--- config.mk ---
export PLATFORM = sky130hd
export DESIGN_NAME = timer_counter_cmp
export DESIGN_NICKNAME = d
export VERILOG_FILES = /design/src/rtl/timer_counter_cmp.sv
export SDC_FILE = /design/constraint.sdc
export NUM_CORES = 1
export LEC_CHECK = 0
export BUFFER_PORTS_ARGS = -buffer_cell sky130_fd_sc_hd__buf_2
export CORE_ASPECT_RATIO = 1.2
export CORE_MARGIN = 2
export CORE_UTILIZATION = 49
export CTS_CLUSTER_DIAMETER = 30
export DETAILED_ROUTE_END_ITERATION = 8
export HOLD_SLACK_MARGIN = 0.03
export PLACE_DENSITY = 0.76
export SYNTH_ARGS = -nofsm -noshare
export SYNTH_HDL_FRONTEND = slang
export SYNTH_SLANG_ARGS = --single-unit
--- constraint.sdc ---
create_clock -name sys_clk -period 2 [get_ports sys_clk]
set_input_delay 0.3 -clock sys_clk [delete_from_list [all_inputs] [get_ports sys_clk]]
set_output_delay 0.3 -clock sys_clk [all_outputs]
set_load 0.01 [all_outputs]
--- src/rtl/timer_counter_cmp.sv ---
// ----------------------------------------------------------------------------
// timer_counter_cmp
//   64-bit main timer counter with a 64-bit compare register and a sticky
//   interrupt status. The counter advances once per cycle while cnt_en is
//   high. Software can write either 32-bit half of the count or the compare
//   value. A 1->0 transition of timer_en clears the counter.
//
// Ports
//   sys_clk     in   1   system clock, rising edge
//   sys_rst     in   1   synchronous, active-high reset
//   cnt_en      in   1   count qualifier (one increment per high cycle)
//   timer_en    in   1   timer enable; falling edge clears the counter
//   wdata       in   32  software write data
//   cnt_wr_lo   in   1   load wdata into cnt_val[31:0]
//   cnt_wr_hi   in   1   load wdata into cnt_val[63:32]
//   cmp_wr_lo   in   1   load wdata into cmp_val[31:0]
//   cmp_wr_hi   in   1   load wdata into cmp_val[63:32]
//   int_en      in   1   interrupt output enable
//   int_st_clr  in   1   write-1-to-clear pulse for int_st
//   cnt_val     out  64  current count
//   cmp_val     out  64  current compare value
//   int_st      out  1   sticky interrupt status
//   tim_int     out  1   interrupt output (int_st gated by int_en)
// ----------------------------------------------------------------------------
module timer_counter_cmp #(
    parameter logic [63:0] CNT_RST = 64'h0,
    parameter logic [63:0] CMP_RST = 64'hFFFF_FFFF_FFFF_FFFF
) (
    input  logic        sys_clk,
    input  logic        sys_rst,
    input  logic        cnt_en,
    input  logic        timer_en,
    input  logic [31:0] wdata,
    input  logic        cnt_wr_lo,
    input  logic        cnt_wr_hi,
    input  logic        cmp_wr_lo,
    input  logic        cmp_wr_hi,
    input  logic        int_en,
    input  logic        int_st_clr,
    output logic [63:0] cnt_val,
    output logic [63:0] cmp_val,
    output logic        int_st,
    output logic        tim_int
);

    logic timer_en_d;
    logic en_fall;
    logic match;

    assign en_fall = timer_en_d & ~timer_en;

    // Level compare on registered values: int_st follows one cycle later.
    assign match = (cnt_val == cmp_val);

    // Masking is combinational so toggling int_en never disturbs int_st.
    assign tim_int = int_st & int_en;

    // NOTE: sys_rst is sampled only on the clock edge, so it sits inside the
    // clocked block instead of the sensitivity list.
    always_ff @(posedge sys_clk) begin
        if (sys_rst) begin
            // NOTE: sequential state always uses <= so every register samples
            // the pre-edge values regardless of statement order.
            cnt_val    <= CNT_RST;
            cmp_val    <= CMP_RST;
            int_st     <= 1'b0;
            timer_en_d <= 1'b0;
        end else begin
            timer_en_d <= timer_en;

            // Software writes win over the enable-fall clear and the
            // increment; an unwritten half simply holds.
            if (cnt_wr_lo || cnt_wr_hi) begin
                if (cnt_wr_lo) cnt_val[31:0]  <= wdata;
                if (cnt_wr_hi) cnt_val[63:32] <= wdata;
            end else if (en_fall) begin
                cnt_val <= CNT_RST;
            end else if (cnt_en) begin
                cnt_val <= cnt_val + 64'd1;   // wraps silently at all-ones
            end

            if (cmp_wr_lo) cmp_val[31:0]  <= wdata;
            if (cmp_wr_hi) cmp_val[63:32] <= wdata;

            // Set beats clear, so a held match keeps re-asserting the status.
            if (match) begin
                int_st <= 1'b1;
            end else if (int_st_clr) begin
                int_st <= 1'b0;
            end
        end
    end

endmodule

After elaboration in Yosys (flattened, before gate mapping) --
Index checks and enable logic that the tools add are counted.
Storage, ports and cells: register bits 130, word-level logic and storage cells 25, output and inout bits 130
Cells by class: bitwise operators 3, $add $sub $neg 1, reduce and logical (&&, ||, !) cells 5, eq/ne operators 3, muxes and demuxes 7
Operators with widths (number):
- two-way mux 64 bit | 3
- adder 64 x 1 -> 64 bit, second input constant | 1
- equality test 64 bit | 1
- two-way mux 32 bit | 2
- != test 2 bit, second input constant | 2
- AND reduction 2 bit | 2
- nonzero test 3 bit | 1
- bitwise AND 1 bit | 2
- two-way mux 1 bit | 2
- nonzero test 2 bit | 1
- logical OR 1 bit | 1
- inverter 1 bit | 1

Logic depth before layout (Yosys ltp) --
Gate-level depths: netlist (run 1).
depth in word-level cells 4, mapped depth 8, mapped depth without buffers 7

Least setup slack after synthesis (run 1) --
Ideal clock, no wire load.
kind register to register, start register cnt_val[0], end register cnt_val[40], stages on the path, launching flop included 8, clock period less this slack 2.253 ns, setup time 0.079 ns, setup slack -0.253 ns, buffers on the path 0, arrival 2.174 ns, cell sequence dfxtp_1 ha_1 nand3_1 or3_4 nor4_4 nand3_1 mux2_2 a211oi_2
On the way: longest elaborated chain between the ends 4
RTL lines:
- start: declaration | line 40 | output logic [63:0] cnt_val,
- start signal: assignment | line 74 | if (cnt_wr_lo) cnt_val[31:0] <= wdata;
- start signal: assignment | line 79 | cnt_val <= cnt_val + 64'd1;
- adder 64 x 1 -> 64 bit | line 79
- two-way mux 64 bit | line 78 | end else if (cnt_en) begin
- two-way mux 64 bit | line 76 | end else if (en_fall) begin
- two-way mux 64 bit | line 73 | if (cnt_wr_lo || cnt_wr_hi) begin
No other way between the ends. The select of a mux whose other input is x is not followed. A chain may end at the register's enable or synchronous reset.

Worst setup path after layout (run 1) --
start register cnt_val[20], end register cnt_val[62]
Same word-level chain as after synthesis.

==> summary.txt, run 1 <==
Outcome - finished with violations
Violated checks - setup timing
Rel. slew slack - 57.3%
Final Cycle Share - 103%
Die height - 139 um
Max Fclk - 0.484 GHz
Register-to-Register Setup Slack - -0.07 ns
#FFs+latches synth - 130
Mapped Avg Cell Area - 8.10 um2
P_leak - 4.76 nW
H-tree levels - 4
Antenna violations before repair - 0
Arrival @ worst endpoint - 2.37 ns
Cells on worst reg2reg path - 9
GRT Total Usage - 46.5%
Antenna diodes - 0
FF-to-FF End - cnt_val[62]
Wire length on met1 - 13600 um
# port buffers - 171
Vias in the first global route - 8738
Detailed Place HPWL - 28500 um
Hold Path Depth - 2
Met2 routed WL - 16700 um
Max-slew violations - 0
DR top layer - met4
Total design power - 7.82 mW
Top Ports - 172
Vias - 9241
Top cell type's share of synthesized area - 34.9%
Initial Util - 49.9%
Pin count of the biggest net entering global routing - 65
CTS tree - built
Final worst slack - -0.0669 ns
Met3 WL - 4100 um
CP endpoint kind - flip-flop
Worst Path Required - 2.30 ns
Core Rows - 49
Unrepaired setup endpoints after global routing - yes
Reg clk slew, reported paths - 0.07 ns
VDD IR-drop max - 0.000466 V
Routed length per placed instance - 26.5 um
Gr ovfl total - 0
Share of layout cells above drive strength 1 - 40.6%
WHS Endpoint - timer_en_d
Seq/Total Area, Yosys - 34.9%
Worst-Skew Late Latency - 0.44 ns
Setup violators final - 7
DRC errors left - 0
Clk buf depth - 2
CTS Sinks - 130
Cell area power density - 717 nW/um2
Core footprint - 15000 um2
Hold WS - 0.105 ns
Reg-to-reg startpoint - cnt_val[20]
Total CTS buffers - 17
Synthesis-to-layout area growth - 46.1%
Hold_buf cts - 0
Synthesized instance count - 922
Avg Vias per Cell - 6.36
Post-Syn Nets - 965
Ys Warns - 0
Mapped Area - 7460 um2
Min-delay worst type - primary input to flip-flop
First-pass GRT wire length - 54600 um
Maximum fanout along the worst path - 4
Worst Tran Pin Value - 0.639 ns
Kind of critical path - flip-flop to flip-flop
Post-Route WL - 38500 um
Final Hold Violating Endpoints - 0
Async SR Flop Fraction - 0%
Synth unique cells - 68
Tmin final - 2.07 ns
Root Driver - clkbuf_16
Synth area leaders - dfxtp_1 (35%), mux2i_1 (9.0%), xnor2_1 (7.6%)
Routability Congestion - 1.07
Number of routed nets with antenna violations - 0
# Max-Cap Violations - 0
Hold Path Origin - timer_en
Die Area - 16200 um2
Die Wd - 117 um
Startpoint Class - flip-flop
Drt initial violations - 1245
Fillers - 1244
Top post-synthesis cells by count - nand2_1 (141), dfxtp_1 (130), mux2i_1 (67)
Sum Neg Setup Slack - -0.330 ns
Post-synth top flop - dfxtp_1
Synth area leader - dfxtp_1
Count leader, synth - nand2_1
First-pass DRT Iterations - 6
Number of flops mapped to enable cells by yosys - 0
Final #Nets - 1279
Skew final - 0.00743 ns
critical path: stages (launching register included):
cell and delay (ns):
dfxtp_2 0.35, buf_6 0.09, and4_4 0.21, nand4_1 0.13, buf_6 0.16, buf_6 0.11
nor4_4 0.37, nand4_1 0.18, o211ai_1 0.19, o311ai_1 0.13
sequential cells by signal, summed over array words and instances (netlist names):
register,cells
int_st,1
cmp_val,64
timer_en_d,1
cnt_val,64
power by group:
group	switching (mW)	internal [mW]
Combinational	0.937	0.659
Clock	1.46	1.80
Sequential	0.202	2.76
per-stage QoR:
step | worst slack, ns | util, % | cells | instance area (um2)
4_1_cts | -0.0162 | 70.2 | 1438 | 10500
5_1_grt | -0.142 | 72.9 | 1453 | 10900
3_3_place_gp | -0.112 | 65.4 | 1405 | 9790
6_report | -0.0669 | 72.9 | 1453 | 10900
2_1_floorplan | -0.0139 | - | 922 | 7630
3_5_place_dp | -0.130 | 65.4 | 1405 | 9790
placed cells by master (no fill, tap or decap), types with 8 or more instances in the layout:
master,count
clkbuf_16,17
dfxtp_4,10
o21ai_0,26
a31oi_1,9
mux2i_1,67
nand4_1,44
buf_2,171
nand3_1,27
nor2_1,43
a22oi_1,21
buf_4,179
dfxtp_1,93
xnor2_1,65
nand2_1,138
nor4_1,12
inv_1,11
o22ai_1,8
nor3_1,27
buf_6,11
a21oi_1,45
dfxtp_2,27
and3_1,12
worst max path at each step:
stage / startpoint / end
global placement: cnt_val[29] / cnt_val[60]
floorplan: cnt_val[27] / cnt_val[50]
global route: cnt_val[26] / cnt_val[61]
detailed placement: cnt_val[22] / cnt_val[51]
CTS: cnt_val[20] / cnt_val[62]
finish: cnt_val[20] / cnt_val[62]
per-layer routing:
metal | vias to the layer above | track usage, %
met1 | 4312 | 54.7
li1 | 4023 | -
met4 | 0 | 40.2
met3 | 215 | 11.9
met2 | 691 | 69.1
met5 | - | 0
timing repair:
item	CTS	global route
setup buffers	1	15
pin swaps	14	30
resized for setup	30	76
endpoints found under the setup margin	18	42
cells by family (layout without fill, tap and decap cells):
family / count (synthesis) / after routing / synth area share, %
and+or+nand+nor: 390 / 390 / 26.9
muxes: 70 / 70 / 9.44
adders and majority gates: 1 / 1 / 0.168
xor gates and xnor gates: 65 / 65 / 7.63
buffers and inverters: 84 / 411 / 4.63
AOI/OAI and AO/OA: 182 / 182 / 16.4
DFF: 130 / 130 / 34.9
layout make-up:
class | count | area, um2 | share of cell area [%]
Clock inverter | 15 | 180 | 1.65
Clock buffer | 17 | 425 | 3.90
Inverter | 12 | 45.0 | 0.413
Multi-Input combinational cell | 708 | 4880 | 44.8
Tap cell | 204 | 255 | 2.34
Timing Repair Buffer | 367 | 2440 | 22.4
Sequential cell | 130 | 2670 | 24.5
No activity file was read; power rests on OpenSTA's default activity.
==> inputs of run 2 (changes only) <==
--- a/config.mk
+++ b/config.mk
@@ -8,11 +8,11 @@
 export BUFFER_PORTS_ARGS = -buffer_cell sky130_fd_sc_hd__buf_2
 export CORE_ASPECT_RATIO = 1.2
 export CORE_MARGIN = 2
-export CORE_UTILIZATION = 49
+export CORE_UTILIZATION = 55
 export CTS_CLUSTER_DIAMETER = 30
 export DETAILED_ROUTE_END_ITERATION = 8
 export HOLD_SLACK_MARGIN = 0.03
-export PLACE_DENSITY = 0.76
+export PLACE_DENSITY = 0.81
 export SYNTH_ARGS = -nofsm -noshare
 export SYNTH_HDL_FRONTEND = slang
 export SYNTH_SLANG_ARGS = --single-unit
==> constraint.sdc (replaced) <==
create_clock -name sys_clk -period 2.14 [get_ports sys_clk]
set_input_delay 0.321 -clock sys_clk [delete_from_list [all_inputs] [get_ports sys_clk]]
set_output_delay 0.321 -clock sys_clk [all_outputs]
set_load 0.01 [all_outputs]
==> run 2 against run 1 <==
Net effect:
- the run now ends clean
- total power decreased by 11%
- sequential power decreased by 6.8%
- final cell count decreased by 6.1%
- critical path depth decreased by 3
- critical path type unchanged
- sequential share of layout area increased by 1.5 points
- first-iteration DRC count decreased by 4.8%
- highest routed layer unchanged
==> summary.txt, run 2 (same netlist as run 1, synthesis figures left out) <==
VDD IR-drop max - 0.000671 V (+44%)
CTS Sinks - 130 (unchanged)
Startpoint Class - flip-flop
Total design power - 7.00 mW (-11%)
Post-Route WL - 34000 um (-12%)
Die height - 132 um (-5.4%)
Combinational share of power - 19.8% (-0.6 points)
Unrepaired setup endpoints after global routing - yes
CP peak stage delay - 0.39 ns (+0.02 ns)
Switching pwr - 2.13 mW (-18%)
Top Registers - cmp_val x64, cnt_val x64
Vias - 9101 (-1.5%)
CTS tree - built
Crit-path slowest cell - xnor2_1
Worst-Skew Late Latency - 0.43 ns (about the same)
Detailed Place HPWL - 25400 um (-11%)
Worst Tran Pin Value - 0.706 ns (+0.0666 ns)
Core footprint - 13200 um2 (-12%)
CP endpoint kind - flip-flop
Worst Path Required - 2.51 ns (+0.21 ns)
Die Area - 14500 um2 (-11%)
Int Pwr - 4.87 mW (-6.7%)
Die Wd - 110 um (-5.4%)
Hold Path Depth - 3 (+1)
Outcome - complete, no violations
Core Rows - 46 (-6.1%)
Synthesis-to-layout area growth - 35.0%
Power share of the sequential group - 39.5% (+1.6 points)
# Max-Cap Violations - 0 (unchanged)
H-tree levels - 4 (unchanged)
Critical path depth in cells - 6 (-3)
CP top delay family - simple AND/OR/NAND/NOR gates
Commonest cells after routing, fill and taps aside - buf_2 (171), buf_4 (142), nand2_1 (140)
Routed length per placed instance - 24.9 um (-6.0%)
P_leak - 4.26 nW (-10%)
Arrival @ worst endpoint - 2.46 ns (+0.09 ns)
Max-slew violations - 0 (unchanged)
Fillers - 1023 (-18%)
Drt initial violations - 1185 (-4.8%)
Cells on worst reg2reg path - 6 (-3)
Final Hold Violating Endpoints - 0 (unchanged)
Final Cycle Share - 97.7% (-5.6 points)
Pin count of the biggest net entering global routing - 39 (-40%)
Most common cell on crit path - nand4_1
Min-delay worst type - primary input to flip-flop
# port buffers - 171 (unchanged)
Total CTS buffers - 17 (unchanged)
Vias in the first global route - 8060 (-7.8%)
Hold_buf cts - 0 (unchanged)
Switching Share - 30.4% (-2.8 points)
Maximum fanout along the worst path - 10 (+6)
CP cell instances - buf_4 -> xnor2_1 -> nand4_1 -> nor4_1 -> nand4_1 -> a21oi_1
Antenna diodes - 0 (unchanged)
Initial Util - 56.4% (+6.5 points)
Gr ovfl total - 0 (unchanged)
Rel. slew slack - 52.9% (-4.4 points)
Non-filler cells, final - 1365 (-6.1%)
Avg Vias per Cell - 6.67 (+4.8%)
DRC errors left - 0 (unchanged)
Placed instance count - 1330 (-5.3%)
Most common cell after layout, fill and taps aside - buf_2
Reg clk slew, reported paths - 0.06 ns (about the same)
Crit path buf inv count - 1 (-2)
GRT Total Usage - 46.2% (-0.35 points)
Max Fclk - 0.478 GHz (-1.2%)
Routability Congestion - 1.05 (-2.0%)
Sum Neg Setup Slack - 0 ns (+0.330 ns)
Setup violators final - 0 (-7)
Clk buf depth - 2 (unchanged)
Cell area power density - 694 nW/um2 (-3.2%)
Hold WS - 0.156 ns (+0.0511 ns)
Share of layout cells above drive strength 1 - 33.8% (-6.8 points)
Number of routed nets with antenna violations - 0 (unchanged)
Final #Nets - 1228 (-4.0%)
Tmin final - 2.09 ns (+0.0241 ns)
Root Driver - clkbuf_16
First-pass DRT Iterations - 6 (unchanged)
Top Ports - 172 (unchanged)
Kind of critical path - flip-flop to flip-flop
First-pass GRT wire length - 49500 um (-9.2%)
Clock Power Share - 40.7% (-1.0 points)
Skew final - 0.00534 ns (-0.00209 ns)
Antenna violations before repair - 0 (unchanged)
[run 2: changes by cell type in the layout (fill, tap and decap cells not counted), sizes merged]
cell and change:
buf -51, inv -12, clkinv +5, clkbuf +3, clkinvlp +2, bufinv +1
[run 2: routing by layer]
metal | global-route usage, % | share of wire (%)
met1 | 61.3 | 37
met2 | 67.0 | 43
met3 | 9.62 | 13
met4 | 29.4 | 7.8
met5 | 0 | 0
[run 2: cell type report]
type                            count  area, um2  share of cell area, %
Multi-Input combinational cell    708       4670                   46.3
Sequential cell                   130       2620                   26.0
Timing Repair Buffer              316       1970                   19.6
Clock buffer                       20        447                   4.43
Tap cell                          168        210                   2.09
Clock inverter                     11        114                   1.13
Inverter                           12       45.0                  0.447
[run 2: tightest hold or removal path, delay by kind of cell]
kind / cells / cell delay [ns]
AO/OA/AOI/OAI: 1 / 0.06
AND/OR/NAND/NOR: 1 / 0.09
buffers and inverters: 1 / 0.07
[run 2: power groups by stage]
stage	logic (mW)	registers [mW]	clock network [mW]
2_1_floorplan	0.607	2.85	0
3_3_place_gp	1.31	2.79	0
3_5_place_dp	1.32	2.80	0
4_1_cts	1.33	2.75	2.84
5_1_grt	1.45	2.78	2.93
6_report	1.39	2.76	2.85
[run 2: path summary, 6_finish.rpt]
| kind | from | to | slack [ns] |
|---|---|---|---|
| worst max-delay path | cnt_val[23] | int_st | 0.05 |
| worst min register to register | int_st | int_st | 0.49 |
| worst max register to register | cnt_val[23] | int_st | 0.05 |
| worst min-delay path | int_st_clr | int_st | 0.16 |
[run 2: metrics by stage]
| stage | util, % | worst slack, ns | instance area, um2 |
|---|---|---|---|
| after floorplan | - | 0.0516 | 7470 |
| after global placement | 70.4 | -0.0878 | 9320 |
| after detailed placement | 70.4 | -0.160 | 9320 |
| after CTS | 74.9 | 0.0137 | 9910 |
| after global routing | 76.1 | -0.0367 | 10100 |
| final | 76.1 | 0.0490 | 10100 |
[run 2: timing repair]
| item | in CTS | in global routing |
|---|---|---|
| endpoints found under the setup margin | 13 | 27 |
| gates resized for setup | 8 | 36 |
| pin swaps | 1 | 9 |
| buffers inserted | 0 | 4 |
